<file path="src/rtl/io_ctrl_pkg.sv">
// Shared types and widths for the I/O handshake controller.
// The FSM state is also exported on a debug port so checkers can follow it.
package io_ctrl_pkg;

    localparam int SWITCH_WIDTH = 10;
    localparam int DATA_WIDTH   = 32;

    typedef enum logic [1:0] {
        IDLE         = 2'd0,
        WAIT_PRESS   = 2'd1,
        WAIT_RELEASE = 2'd2,
        DONE         = 2'd3
    } io_state_e;

    function automatic logic [DATA_WIDTH-1:0] zero_extend_switch(input logic [SWITCH_WIDTH-1:0] sw);
        return {{(DATA_WIDTH - SWITCH_WIDTH){1'b0}}, sw};
    endfunction

endpackage

</file>
<file path="src/rtl/confirm_debouncer.sv">
// Two-flop synchronizer plus stability counter for the active-low confirm button.
// Emits one-cycle press/release pulses on the same edge the debounced level flips.
module confirm_debouncer #(
    parameter int DEBOUNCE_CYCLES = 500000
) (
    input  logic clock,
    input  logic reset,
    input  logic confirm_n,
    output logic press_pulse,
    output logic release_pulse,
    output logic debounced_n
);

    localparam int CW = (DEBOUNCE_CYCLES > 1) ? $clog2(DEBOUNCE_CYCLES) : 1;
    localparam logic [CW-1:0] CNT_LAST = CW'(DEBOUNCE_CYCLES - 1);

    logic          sync_meta;
    logic          sync_level;
    logic          deb_level;
    logic [CW-1:0] count;
    logic          differ;
    logic          settle;

    assign differ = (sync_level != deb_level);
    // The level has differed for DEBOUNCE_CYCLES consecutive edges, including this one.
    assign settle = differ && (count == CNT_LAST);

    always_ff @(posedge clock) begin
        if (reset) begin
            sync_meta  <= 1'b1;
            sync_level <= 1'b1;
            deb_level  <= 1'b1;
            count      <= '0;
        end else begin
            sync_meta  <= confirm_n;
            sync_level <= sync_meta;
            if (!differ) begin
                count <= '0;
            end else if (settle) begin
                deb_level <= sync_level;
                count     <= '0;
            end else begin
                count <= count + 1'b1;
            end
        end
    end

    assign press_pulse   = settle && !sync_level;
    assign release_pulse = settle &&  sync_level;
    assign debounced_n   = deb_level;

endmodule

</file>
<file path="src/rtl/io_handshake_controller.sv">
// Stalls the core on IN/OUT until the operator confirms with the pushbutton,
// capturing switches (IN) or latching the display value (OUT) on the press.
module io_handshake_controller
    import io_ctrl_pkg::*;
#(
    parameter int DEBOUNCE_CYCLES = 500000
) (
    input  logic                    clock,
    input  logic                    reset,
    input  logic                    io_enable,
    input  logic                    io_input,
    input  logic                    confirm_n,
    input  logic [SWITCH_WIDTH-1:0] switch_dado,
    input  logic [DATA_WIDTH-1:0]   entrada_dado,
    output logic                    stall,
    output logic [DATA_WIDTH-1:0]   saida_dado,
    output logic [DATA_WIDTH-1:0]   display_value,
    output logic                    io_done,
    output io_state_e               debug_state
);

    io_state_e state;
    logic      press_pulse;
    logic      release_pulse;
    logic      debounced_n;

    confirm_debouncer #(
        .DEBOUNCE_CYCLES(DEBOUNCE_CYCLES)
    ) u_debouncer (
        .clock        (clock),
        .reset        (reset),
        .confirm_n    (confirm_n),
        .press_pulse  (press_pulse),
        .release_pulse(release_pulse),
        .debounced_n  (debounced_n)
    );

    always_ff @(posedge clock) begin
        if (reset) begin
            state         <= IDLE;
            saida_dado    <= '0;
            display_value <= '0;
            io_done       <= 1'b0;
        end else begin
            io_done <= 1'b0;
            case (state)
                IDLE: begin
                    if (io_enable) state <= WAIT_PRESS;
                end
                WAIT_PRESS: begin
                    if (!io_enable) begin
                        state <= IDLE;
                    end else if (press_pulse) begin
                        if (io_input) saida_dado <= zero_extend_switch(switch_dado);
                        else          display_value <= entrada_dado;
                        state <= WAIT_RELEASE;
                    end
                end
                // The capture is already done, so io_enable no longer matters here.
                WAIT_RELEASE: begin
                    if (release_pulse) begin
                        state   <= DONE;
                        io_done <= 1'b1;
                    end
                end
                DONE: begin
                    state <= IDLE;
                end
                default: begin
                    state <= IDLE;
                end
            endcase
        end
    end

    // Zero-latency stall so the PC never advances past a fresh I/O instruction.
    assign stall = ((state == IDLE) && io_enable) ||
                   (state == WAIT_PRESS) || (state == WAIT_RELEASE);

    assign debug_state = state;

    logic unused_debounced;
    assign unused_debounced = debounced_n;

endmodule

</file>
<file path="config.mk">
export PLATFORM = sky130hd
export DESIGN_NAME = io_handshake_controller
export DESIGN_NICKNAME = d
export VERILOG_FILES = /design/src/rtl/io_ctrl_pkg.sv /design/src/rtl/confirm_debouncer.sv /design/src/rtl/io_handshake_controller.sv
export SDC_FILE = /design/constraint.sdc
export NUM_CORES = 1
export LEC_CHECK = 0
export ABC_AREA = 1
export CORE_ASPECT_RATIO = 1.2
export CORE_UTILIZATION = 49
export CTS_BUF_LIST = sky130_fd_sc_hd__clkbuf_16
export DETAILED_ROUTE_END_ITERATION = 8
export MAX_ROUTING_LAYER = met4
export PLACE_DENSITY = 0.94
export SYNTH_ARGS = -nofsm -noshare
export SYNTH_HDL_FRONTEND = slang
export SYNTH_HIERARCHICAL = 1
export SYNTH_SLANG_ARGS = --single-unit
</file>
<file path="constraint.sdc">
create_clock -name clock -period 4 [get_ports clock]
set_input_delay 0.4 -clock clock [delete_from_list [all_inputs] [get_ports clock]]
set_output_delay 0.4 -clock clock [all_outputs]
set_load 0.03 [all_outputs]
</file>
; ---- Word level (Yosys, flattened, before mapping)
; Index checks and enable logic that the tools add are counted.
; Widths: inputs -> output; s select.
[op_classes]
add_sub_neg = 1
n_eq_ne = 8
n_mux = 6
bitwise_logic = 3
n_reduce_logical = 14
[ops]
columns = cell, count
row1 = $add 19x1->19 const B, 1
row2 = $eq 19x19->1 const B, 1
row3 = $mux 2, 4
row4 = $pmux 2 s4, 1
row5 = $reduce_and 4->1, 2
row6 = $eq 2x2->1 const B, 2
row7 = $logic_and 1x1->1, 4
row8 = $ne 2x2->1 const B, 2
row9 = $ne 3x3->1 const B, 1
row10 = $not 1->1, 3
row11 = $reduce_and 3->1, 1
row12 = $reduce_or 3->1, 1
row13 = $eq 2x1->1 const B, 1
row14 = $logic_not 2->1, 1
row15 = $logic_or 1x1->1, 2
row16 = $reduce_and 2->1, 1
row17 = $reduce_or 2->1, 1
row18 = $logic_not 1->1, 1
row19 = $mux 1, 1
row20 = $ne 1x1->1, 1
[word_totals]
register_bits = 67
inputBits = 47
output_inout_bits = 68
wordCells = 40

; ---- Depth between registers and ports, before layout
[depth]
ltp_word = 6
depth_mapped = 12
depth_no_buf = 11

; ---- Hierarchy
; The synthesis kept the hierarchy.
[by_module_without_submodules]
columns = module, n_inst, cells_per_inst, area_per_inst_um2, seq_area_each_um2
row1 = io_handshake_controller, 1, 313, 2083.2, 900.9
row2 = confirm_debouncer, 1, 168, 1176.1, 440.4

; ---- Worst setup path before layout
; OpenSTA, ideal clock, no wires.
[synth_path]
kind = register to register
start = register u_debouncer.count[0]
end = register display_value[0]
setup_time_ns = 0.113
arrival_time_ns = 1.767
required_time_ns = 3.887
slack_ns = 2.120
stages_incl_launch_ff = 12
n_path_buf = 1
synth_period_minus_slack_ns = 1.880
path_cell_list = dfxtp_1 -> ha_1 -> nand3_2 -> nor2_2 -> nand3_2 -> nor2_1 -> nand2_2 -> nor2_8 -> buf_6 -> nand2_1 -> nand2_1 -> nor2_1
[synth_between]
elab_chain_len = 4
[synth_lines]
columns = item, line
row1 = "start, declared", confirm_debouncer.sv:20  ; logic [CW-1:0] count;
row2 = "start signal, assigned", confirm_debouncer.sv:43  ; count <= count + 1'b1;
row3 = $eq 19x19->1, confirm_debouncer.sv:26  ; assign settle = differ && (count == CNT_LAST);
row4 = $logic_and 1x1->1, confirm_debouncer.sv:26
row5 = $logic_and 1x1->1, confirm_debouncer.sv:48  ; assign press_pulse = settle && !sync_level;
row6 = net press_pulse, io_handshake_controller.sv:23  ; logic press_pulse;
row7 = $reduce_and 4->1 (no line), --
row8 = "end signal, assigned", io_handshake_controller.sv:55  ; else display_value <= entrada_dado;
row9 = "end, declared", io_handshake_controller.sv:17  ; output logic [DATA_WIDTH-1:0] display_value,
; The timed path passes the listed nets, and every way through them passes these cells.
; A chain may end at the register's enable or synchronous reset.

; ---- Worst setup path in the final report
[layout_path]
start = register u_debouncer.count[0]
end = register saida_dado[0]
[layout_between]
elab_chain_len = 4
[layout_lines]
columns = item, line
row1 = $eq 19x19->1, confirm_debouncer.sv:26
row2 = $logic_and 1x1->1, confirm_debouncer.sv:26
row3 = $logic_and 1x1->1, confirm_debouncer.sv:48
row4 = net press_pulse, io_handshake_controller.sv:23
row5 = $reduce_and 4->1 (no line), --
row6 = "end signal, assigned", io_handshake_controller.sv:54  ; if (io_input) saida_dado <= zero_extend_switch(switch_dado);
row7 = "end, declared", io_handshake_controller.sv:16  ; output logic [DATA_WIDTH-1:0] saida_dado,
; The timed path passes the listed nets, and every way through them passes these cells.

==> run metrics <==
outcome=finished, final reports clean; WS Path Type=flip-flop to flip-flop; number of synthesized flops with an enable pin=0; yosys warns=6; H-tree Lvls=3; Primary FF master, synth=dfxtp_1; Synth Area in Simple Gates=0.3781; final hold violation count=0; nature of the critical path endpoint=flip-flop; Final period util=0.6996; post_cts resized=0; area grow syn2layout=35.32%; clock buffer count from CTS=9; Non-Filler Instances=660; Post-Synth XOR/XNOR Area=0.02687; Synth Area in Compound Gates=0.01536; clock power share=0.520; Post-CTS Repair Setup Buffers=0; die height=91.34 um; Slowest-stage cell, CP=nor2_1; WP data required=4.22 ns; syn avg cell area=6.776 um^2; area leader, netlist=dfxtp_1; die area=6983 um^2; top-area cell type share of the netlist area=0.4115; Post-Syn Area=3259 um^2; Peak Freq=357.4 MHz; Max Transition Viols Final=0; initial core utilization=0.5056; LEAKAGE=1.862 nW; Post-synth top cells=nand2_1, nor2_1, dfxtp_1; Die X=76.45 um; R2R setup slack=1.20 ns; hold_ws=0.4270 ns; DR WL/cell=11.65 um; combinational share of power=0.073; number of global-route vias before repair=2887; setup TNS=0 ns; Reg power frac=0.407; synth top area cells=dfxtp_1, nand2_1, nor2_1; Max Cap Viol=0; gr ovfl total=0; Slew @ Worst Pin=1.148 ns; antenna violations before repair=0; Synth Register Bits=67; clk root buf=clkbuf_16; port bufs=92; critical path's top delay family=simple AND/OR/NAND/NOR gates; most numerous cell in the Yosys netlist=nand2_1; ys async rst share=0; TritonCTS clock tree=built; worst-path fanout max=20; n_diodes=0; Tmin final=2.798 ns; number of buffers and inverters on the critical path=0; slowest stage delay, CP=0.84 ns; 1st-pass router iterations=4; DRT iter0 DRCs=133; cell count along the critical path=10; via count=3024; post-synthesis mux area share=0; switching share of total power=0.2283; global-route wire length before repair=12.73 mm; Core Area=6446 um^2; post-synthesis sequential area ratio=0.4115; layout cells sized above 1=0.07478; hpwl dp=5.266 mm; # IOs=115; Startpoint Class=flip-flop; post-layout util=0.6842; Clk pin slew, worst setup/hold paths=0.06 ns; Slew headroom=0.2298; P_int=1.275 mW; RSZ-0062 raised after global routing=false; Setup crit start=u_debouncer/count[0]$_SDFF_PP0_; Final ANT Viol Nets=0; Tightest Hold Check Type=flip-flop to flip-flop; Vias/cell=4.582; R2R cell count=10; Hold Path Stages=1; Worst Path Arrival=3.02 ns; sw power=0.3772 mW; Total Routing Usage GR=0.2386; GP Congestion=0.8920; Hold-fix buffers, CTS=0; pin count of the biggest net entering global routing=65; DR DRC count=0; Mapped Cells=481; Max Root-Sink Buffers=2; # rows=32; Clock Latency Late Sink=0.33 ns; clock skew=0.007516 ns; placed insts=644; peak supply drop=0.0002796 V; crit path cell chain=ha_1, nand3_2, nor2_2, nand3_2, nor2_1, nand2_1, nor2_1, nand2_1, nand2_1, nor2_1; NumNets Final=618; CP Capture Point=saida_dado[0]$_SDFFE_PP0P_; Synth cell types=29; main combinational cell family by area after synthesis=simple AND/OR/NAND/NOR gates; Synth Area in Adders=0.003839; FF-to-FF End=saida_dado[0]$_SDFFE_PP0P_; Pwr Total=1.652 mW; Final setup violation count=0; Sink Count=67; Routed WL=7.688 mm; worst r2r src=u_debouncer/count[0]$_SDFF_PP0_; power per cell area=374.6 nW/um^2
[kinds of logic after synthesis]
kind of cell               count (synthesis)
and+or+nand+nor                          291
buffers and inverters                    102
xor gates and xnor gates                  10
other                                      1
AOI/OAI and AO/OA                          9
adders and majority gates                  1
DFF                                       67
[cell usage in the layout, fill, tap and decap left out, types with 3 or more instances in the layout]
master	Yosys	routed
nor2_2	15	15
nand3_1	17	17
nand4_1	3	3
a21oi_1	7	7
or2_2	3	3
nand2_1	127	127
conb_1	1	22
inv_1	64	64
dfxtp_1	67	67
xor2_1	7	7
nor2_1	117	117
clkbuf_16	0	9
xnor2_1	3	3
clkdlybuf4s50_1	0	92
[through the flow]
stage | setup slack [ns] | area (um^2)
finish | 1.202 | 4410
global route | 0.9163 | 4410
CTS | 1.234 | 4410
detailed placement | 1.368 | 4085
global placement | 1.529 | 4085
floorplan | 2.120 | 3338
[worst min-delay path by stage]
stage / slack (ns) / endpoint / from
floorplan: 0.39 / u_debouncer/sync_level$_SDFF_PP1_ / u_debouncer/sync_meta$_SDFF_PP1_
global placement: 0.41 / u_debouncer/sync_level$_SDFF_PP1_ / u_debouncer/sync_meta$_SDFF_PP1_
detailed placement: 0.41 / u_debouncer/sync_level$_SDFF_PP1_ / u_debouncer/sync_meta$_SDFF_PP1_
CTS: 0.43 / u_debouncer/sync_level$_SDFF_PP1_ / u_debouncer/sync_meta$_SDFF_PP1_
global route: 0.45 / u_debouncer/sync_level$_SDFF_PP1_ / u_debouncer/sync_meta$_SDFF_PP1_
finish: 0.43 / u_debouncer/sync_level$_SDFF_PP1_ / u_debouncer/sync_meta$_SDFF_PP1_
[state kept, by name (all words and copies together), names as in the netlist, named ones only]
name and flops:
u_debouncer/sync_level 1, u_debouncer/debounced_n 1, u_debouncer/sync_meta 1, display_value 32, io_done 1, saida_dado 10, debug_state 1, u_debouncer/count 19
[power groups by stage]
stage / sequential (mW) / clock, mW / combinational, mW
6_report: 0.672 / 0.859 / 0.121
5_1_grt: 0.671 / 0.899 / 0.132
4_1_cts: 0.672 / 0.871 / 0.121
3_3_place_gp: 0.686 / 0 / 0.117
3_5_place_dp: 0.686 / 0 / 0.119
2_1_floorplan: 0.688 / 0 / 0.0787
[layer usage]
layer	vias up	GRT usage	part of all wire
li1	1553	-	-
met1	1358	0.2425	0.38
met2	91	0.4092	0.52
met3	22	0.07136	0.063
met4	0	0.1314	0.032
met5	-	-	0
[worst register-to-register path, delay by kind of cell, from the launching register on]
kind | cells | cell delay [ns]
adders and majority gates | 1 | 0.25
DFF | 1 | 0.37
and+or+nand+nor | 9 | 2.06
[cell type report]
| cell class | instances | area [um^2] |
|---|---|---|
| fill | 478 | 2036 |
| multi-input combinational | 333 | 1465 |
| sequential | 67 | 1341 |
| timing repair buffer | 92 | 920.9 |
| inverter | 67 | 251.5 |
| clock buffer | 9 | 225.2 |
| tap | 85 | 106.4 |
| clock inverter | 7 | 100.1 |
(Power assumes the default switching activity.)
